`src/rtl/axis_pkt_rr_arbiter.sv`:
```
// Packet-granular round-robin arbiter: N AXI4-Stream sources share one master port,
// holding each grant from the first beat through TLAST.
//
// state  | meaning
// IDLE   | no grant held; pick the next requester after last_grant (one dead cycle)
// LOCKED | input grant_idx is passed straight through to M_AXIS until its TLAST beat
module axis_pkt_rr_arbiter #(
    parameter int C_NUM_INPUTS       = 4,
    parameter int C_AXIS_DATA_WIDTH  = 64,
    parameter int C_AXIS_TUSER_WIDTH = 128
) (
    input  logic                                         ACLK,
    input  logic                                         ARESET,
    input  logic [C_NUM_INPUTS*C_AXIS_DATA_WIDTH-1:0]    S_AXIS_TDATA,
    input  logic [C_NUM_INPUTS*C_AXIS_DATA_WIDTH/8-1:0]  S_AXIS_TSTRB,
    input  logic [C_NUM_INPUTS*C_AXIS_TUSER_WIDTH-1:0]   S_AXIS_TUSER,
    input  logic [C_NUM_INPUTS-1:0]                      S_AXIS_TVALID,
    output logic [C_NUM_INPUTS-1:0]                      S_AXIS_TREADY,
    input  logic [C_NUM_INPUTS-1:0]                      S_AXIS_TLAST,
    output logic [C_AXIS_DATA_WIDTH-1:0]                 M_AXIS_TDATA,
    output logic [C_AXIS_DATA_WIDTH/8-1:0]               M_AXIS_TSTRB,
    output logic [C_AXIS_TUSER_WIDTH-1:0]                M_AXIS_TUSER,
    output logic                                         M_AXIS_TVALID,
    input  logic                                         M_AXIS_TREADY,
    output logic                                         M_AXIS_TLAST,
    input  logic [C_NUM_INPUTS-1:0]                      port_enable,
    input  logic                                         count_reset,
    output logic [2:0]                                   grant_idx,
    output logic                                         busy,
    output logic [31:0]                                  pkt_count
);

    localparam int W  = C_AXIS_DATA_WIDTH;
    localparam int SW = C_AXIS_DATA_WIDTH / 8;
    localparam int UW = C_AXIS_TUSER_WIDTH;

    typedef enum logic {
        IDLE,
        LOCKED
    } state_t;

    state_t                    state;
    logic [2:0]                last_grant;
    logic [C_NUM_INPUTS-1:0]   req;
    logic [2:0]                win_idx;
    logic                      win_valid;
    logic                      pkt_done;

    function automatic int wrap_idx(input int v);
        return (v >= C_NUM_INPUTS) ? v - C_NUM_INPUTS : v;
    endfunction

    assign req = S_AXIS_TVALID & port_enable;

    // Scan from the farthest offset down so the nearest requester after last_grant wins.
    always_comb begin
        win_idx   = '0;
        win_valid = 1'b0;
        for (int off = C_NUM_INPUTS; off >= 1; off--) begin
            for (int i = 0; i < C_NUM_INPUTS; i++) begin
                if (req[i] && (i == wrap_idx(int'(last_grant) + off))) begin
                    win_idx   = 3'(i);
                    win_valid = 1'b1;
                end
            end
        end
    end

    always_comb begin
        S_AXIS_TREADY = '0;
        M_AXIS_TDATA  = '0;
        M_AXIS_TSTRB  = '0;
        M_AXIS_TUSER  = '0;
        M_AXIS_TVALID = 1'b0;
        M_AXIS_TLAST  = 1'b0;
        if (state == LOCKED) begin
            for (int i = 0; i < C_NUM_INPUTS; i++) begin
                if (grant_idx == 3'(i)) begin
                    M_AXIS_TDATA     = S_AXIS_TDATA[i*W +: W];
                    M_AXIS_TSTRB     = S_AXIS_TSTRB[i*SW +: SW];
                    M_AXIS_TUSER     = S_AXIS_TUSER[i*UW +: UW];
                    M_AXIS_TVALID    = S_AXIS_TVALID[i];
                    M_AXIS_TLAST     = S_AXIS_TLAST[i];
                    S_AXIS_TREADY[i] = M_AXIS_TREADY;
                end
            end
        end
    end

    assign pkt_done = (state == LOCKED) && M_AXIS_TVALID && M_AXIS_TREADY && M_AXIS_TLAST;

    always_ff @(posedge ACLK) begin
        if (ARESET) begin
            state      <= IDLE;
            last_grant <= 3'(C_NUM_INPUTS - 1);
            grant_idx  <= 3'(C_NUM_INPUTS - 1);
            busy       <= 1'b0;
            pkt_count  <= '0;
        end else begin
            case (state)
                IDLE: begin
                    if (win_valid) begin
                        grant_idx <= win_idx;
                        busy      <= 1'b1;
                        state     <= LOCKED;
                    end
                end
                LOCKED: begin
                    if (pkt_done) begin
                        last_grant <= grant_idx;
                        busy       <= 1'b0;
                        state      <= IDLE;
                    end
                end
                default: state <= IDLE;
            endcase
            // A clear wins over a packet completing in the same cycle.
            if (count_reset)
                pkt_count <= '0;
            else if (pkt_done)
                pkt_count <= pkt_count + 32'd1;
        end
    end

endmodule

```
`config.mk`:
```
export PLATFORM = sky130hd
export DESIGN_NAME = axis_pkt_rr_arbiter
export DESIGN_NICKNAME = d
export VERILOG_FILES = /design/src/rtl/axis_pkt_rr_arbiter.sv
export SDC_FILE = /design/constraint.sdc
export NUM_CORES = 1
export LEC_CHECK = 0
export ABC_AREA = 1
export CAP_MARGIN = 20
export CORE_AREA = 8 8 404 406
export DETAILED_ROUTE_END_ITERATION = 16
export DIE_AREA = 0 0 412 414
export HOLD_SLACK_MARGIN = 0.03
export PLACE_DENSITY_LB_ADDON = 0.25
export SKIP_CTS_REPAIR_TIMING = 1
export SYNTH_ARGS = -nofsm -noshare
export SYNTH_HDL_FRONTEND = slang
export SYNTH_SLANG_ARGS = --single-unit
```
`constraint.sdc`:
```
create_clock -name ACLK -period 2.1 [get_ports ACLK]
set_input_delay 0.63 -clock ACLK [delete_from_list [all_inputs] [get_ports ACLK]]
set_output_delay 0.63 -clock ACLK [all_outputs]
set_load 0.03 [all_outputs]
```
==> impl_results.html <==
<table>
<tr><th>Metric</th><th>Value</th></tr>
<tr><th colspan="2">Yosys</th></tr>
<tr><td>Yosys warns</td><td>0</td></tr>
<tr><td>Commonest cells in the netlist</td><td>nor2_1 (350), o21ai_0 (287), nand2_1 (200)</td></tr>
<tr><td>Top cells by area in the synthesized netlist</td><td>o21ai_0 (17%), nor2_1 (15%), o221ai_1 (8.9%), dfxtp_1 (8.9%), o211ai_1 (8.9%)</td></tr>
<tr><td>Top-area cell type share of the netlist area</td><td>16.9%</td></tr>
<tr><td>Post-synth net total</td><td>2452</td></tr>
<tr><td>Post-synthesis sequential area ratio</td><td>8.93%</td></tr>
<tr><td>Main flop type after synthesis</td><td>dfxtp_1</td></tr>
<tr><td>Distinct cells, synth</td><td>40</td></tr>
<tr><td>Cell with the most instances after synthesis</td><td>nor2_1</td></tr>
<tr><td>Number of flops mapped to enable cells by yosys</td><td>0</td></tr>
<tr><td>Netlist area before placement</td><td>8520 um2</td></tr>
<tr><td>Fraction of registers with async set/reset</td><td>0%</td></tr>
<tr><td>Number of cells produced by synthesis</td><td>1635</td></tr>
<tr><td>Synthesis-stage register bit count</td><td>38</td></tr>
<tr><td>Leading area contributor after synthesis</td><td>o21ai_0</td></tr>
<tr><td>Mean post-synth cell area</td><td>5.21 um2</td></tr>
<tr><th colspan="2">Power and ir drop</th></tr>
<tr><td>Internal power</td><td>0.00695 W</td></tr>
<tr><td>Power consumption</td><td>0.0140 W</td></tr>
<tr><td>Clock power share</td><td>6.1%</td></tr>
<tr><td>Power per cell area</td><td>483 nW/um2</td></tr>
<tr><td>Relative contribution of sequential cells to total power</td><td>5.5%</td></tr>
<tr><td>P_leak</td><td>10.3 nW</td></tr>
<tr><td>Switching power total</td><td>0.00703 W</td></tr>
<tr><td>Switching share of power</td><td>50.3%</td></tr>
<tr><td>Peak VDD IR</td><td>0.261 mV</td></tr>
<tr><td>Share of total power in combinational logic</td><td>88.4%</td></tr>
<tr><th colspan="2">STA</th></tr>
<tr><td>Final Critical Period</td><td>2810 ps</td></tr>
<tr><td>Number of failing setup endpoints in the final timing report</td><td>258</td></tr>
<tr><td>Hold slack final</td><td>468 ps</td></tr>
<tr><td>RSZ-0062 raised after global routing</td><td>true</td></tr>
<tr><td>Final-report hold violation count</td><td>0</td></tr>
<tr><td>Relative slew slack</td><td>66.4%</td></tr>
<tr><td>Setup Total Neg Slack</td><td>-121720 ps</td></tr>
<tr><td>Final clock period utilization by the worst path</td><td>134%</td></tr>
<tr><td>Worst clock skew on the final layout</td><td>6.48 ps</td></tr>
<tr><td>Worst path setup slack after routing</td><td>-706 ps</td></tr>
<tr><td>Achievable frequency</td><td>0.356 GHz</td></tr>
<tr><td>Worst-Margin Slew</td><td>503 ps</td></tr>
<tr><td>Final Max Tran Viols</td><td>0</td></tr>
<tr><th colspan="2">Critical path</th></tr>
<tr><td>Origin of the critical flop-to-flop path</td><td>grant_idx[1]$_SDFFE_PP1P_</td></tr>
<tr><td>Crit Path Class</td><td>in2out</td></tr>
<tr><td>Beginning of the critical path</td><td>S_AXIS_TUSER[127]</td></tr>
<tr><td>CP startpoint kind</td><td>input pin</td></tr>
<tr><td>Worst flop-to-flop path endpoint</td><td>pkt_count[22]$_SDFFE_PP0P_</td></tr>
<tr><td>Termination of the worst setup path</td><td>M_AXIS_TUSER[127]</td></tr>
<tr><td>R2R Setup Slk</td><td>-410 ps</td></tr>
<tr><td>Worst Reg-to-Reg Cells</td><td>19</td></tr>
<tr><td>Type of element capturing the critical path</td><td>output port</td></tr>
<tr><td>Maximum fanout encountered on the critical timing path</td><td>1</td></tr>
<tr><td>Critical path arrival</td><td>2180 ps</td></tr>
<tr><td>Required time of the worst setup path</td><td>1470 ps</td></tr>
<tr><th colspan="2">Placed design</th></tr>
<tr><td>Estimated wirelength of the detail-placed design</td><td>120000 um</td></tr>
<tr><td>Post-placement cell count</td><td>4837</td></tr>
<tr><td>Global placement routability congestion</td><td>0.900</td></tr>
<tr><td>Count of input and output buffers</td><td>1056</td></tr>
<tr><th colspan="2">Route</th></tr>
<tr><td>Wire length after detailed routing</td><td>143000 um</td></tr>
<tr><td>Length of the first detailed-routing pass in iterations</td><td>7</td></tr>
<tr><td>Mean number of vias per cell</td><td>3.57</td></tr>
<tr><td>Antenna Violating Nets Remaining</td><td>0</td></tr>
<tr><td>Number of DRC violations after detailed-routing iteration 0</td><td>965</td></tr>
<tr><td>Via count of the routed design</td><td>17600</td></tr>
<tr><td>Average routed wire per standard cell</td><td>28.9 um</td></tr>
<tr><td>Number of design rule violations left after detail routing</td><td>0</td></tr>
<tr><th colspan="2">Hold path</th></tr>
<tr><td>Worst Hold Path Cells</td><td>2</td></tr>
<tr><td>HP Start</td><td>busy$_SDFFE_PP0P_</td></tr>
<tr><td>Path category of the worst min-delay check</td><td>reg2reg</td></tr>
<tr><th colspan="2">Final layout</th></tr>
<tr><td>Fraction of layout cells with a size suffix above 1</td><td>36.4%</td></tr>
<tr><td>Register cell area after layout</td><td>772 um2</td></tr>
<tr><td>Final Net Count</td><td>3670</td></tr>
<tr><td>Area of combinational cells with multiple inputs</td><td>9690 um2</td></tr>
<tr><td>Signed area change from the synthesized netlist to the final layout</td><td>240%</td></tr>
<tr><td>Final cell count without fillers</td><td>4941</td></tr>
<tr><td>Count of fill cells added during filler insertion</td><td>17800</td></tr>
<tr><th colspan="2">Global routing</th></tr>
<tr><td>GRT Total Usage</td><td>14.7%</td></tr>
<tr><td>Sum of overflow across all layers after global routing</td><td>0</td></tr>
<tr><td>Vias in the first global route</td><td>17600</td></tr>
<tr><td>Largest net degree at the start of global routing</td><td>100</td></tr>
<tr><td>First-pass GRT wire length</td><td>172000 um</td></tr>
<tr><td>Antenna violations before repair</td><td>90</td></tr>
<tr><th colspan="2">Floorplan</th></tr>
<tr><td>Row cnt</td><td>146</td></tr>
<tr><td>Floorplan die area</td><td>171000 um2</td></tr>
<tr><td>Initial standard-cell utilization of the core</td><td>5.43%</td></tr>
<tr><td>Core region area</td><td>157000 um2</td></tr>
<tr><td>Height of the die</td><td>414 um</td></tr>
<tr><td>Chip Width</td><td>412 um</td></tr>
<tr><td>Top-level I/O count</td><td>1058</td></tr>
<tr><th colspan="2">Clocking</th></tr>
<tr><td>Buffer levels on the longest clock path</td><td>2</td></tr>
<tr><td>TritonCTS clock tree</td><td>yes</td></tr>
<tr><td>Worst skew pair latency</td><td>290 ps</td></tr>
<tr><td>CTS sink cnt</td><td>38</td></tr>
<tr><td>Number of buffers added by the clock tree synthesis step</td><td>5</td></tr>
<tr><td>H-tree level count</td><td>2</td></tr>
<tr><td>Clk Tree Root Cell</td><td>clkbuf_16</td></tr>
<tr><td>Clock-pin slew on the worst setup and hold paths</td><td>60 ps</td></tr>
<tr><th colspan="2">Run status</th></tr>
<tr><td>Status</td><td>complete, but fails checks</td></tr>
<tr><td>Violated checks</td><td>negative setup slack</td></tr>
<tr><th colspan="2">Job</th></tr>
<tr><td>Max-Cap Viols</td><td>0</td></tr>
</table>
## layer usage
metal	wire (um)	part of all wire, %	vias to the layer above	track usage [%]
met5	136	0.095	-	0
met4	2580	1.8	22	1.99
met3	12400	8.7	157	5.10
met2	69100	48	829	26.3
met1	58700	41	8458	17.4
li1	-	-	8169	-
## metrics by stage
step,worst slack [ps],util [%],cell area (um2)
final,-706,18.4,28900
after detailed placement,-1350,16.0,25100
after CTS,-1360,16.1,25300
after global routing,-824,18.4,28900
after floorplan,-56.7,-,10100
after global placement,-1300,16.0,25100
## worst max-delay path: stages
cell and delay [ps]:
clkdlybuf4s50_1 640, o21ai_0 140, buf_4 140, o21ai_0 160
o211ai_1 120, inv_2 180, buf_12 150
## layout make-up
type,count,share of cell area [%]
clock buffers,7,0.566
diodes,16,0.138
flip-flops and latches,38,2.67
well taps,2072,8.96
repair inverters,1,0.0389
repair buffers,1359,52.1
multi-input cells,1302,33.5
inverters,146,2.07
## power groups by stage
stage          combinational, W  sequential, W  clock, W
2_1_floorplan           0.00442       0.000779         0
3_3_place_gp             0.0102       0.000788         0
3_5_place_dp             0.0102       0.000788         0
4_1_cts                  0.0102       0.000771  0.000897
5_1_grt                  0.0130       0.000773  0.000916
6_report                 0.0124       0.000765  0.000858
## cells in the final DEF (no fill, tap or decap), drive strengths merged, types with 16 or more instances in the layout
cell | synthesis | routed
o211ai | 102 | 102
o21ai | 344 | 344
nor3 | 26 | 26
inv | 145 | 144
o221ai | 87 | 87
dfxtp | 38 | 38
buf | 49 | 494
diode | 0 | 16
clkdlybuf4s50 | 0 | 834
nor2 | 354 | 354
clkbuf | 101 | 37
nand2 | 205 | 206
a21oi | 121 | 121
## flip-flops by register name (all words and copies together), names as in the netlist
name,cells
busy,1
last_grant,2
pkt_count,32
state,1
grant_idx,2
## cells by family after synthesis
logic type | share of synthesized area (%)
other cells | 0.0440
compound gates | 46.7
flops | 8.93
fa+ha+maj | 0.147
buf+inv | 13.6
xor+xnor | 1.34
simple gates | 29.3
## worst min path at each step
stage	slack [ps]	endpoint
6_report	470	busy$_SDFFE_PP0P_
5_1_grt	490	busy$_SDFFE_PP0P_
4_1_cts	470	busy$_SDFFE_PP0P_
3_5_place_dp	460	busy$_SDFFE_PP0P_
3_3_place_gp	450	busy$_SDFFE_PP0P_
2_1_floorplan	490	last_grant[0]$_SDFFE_PP1P_
Note: power is estimated with default switching activity, not from simulation.
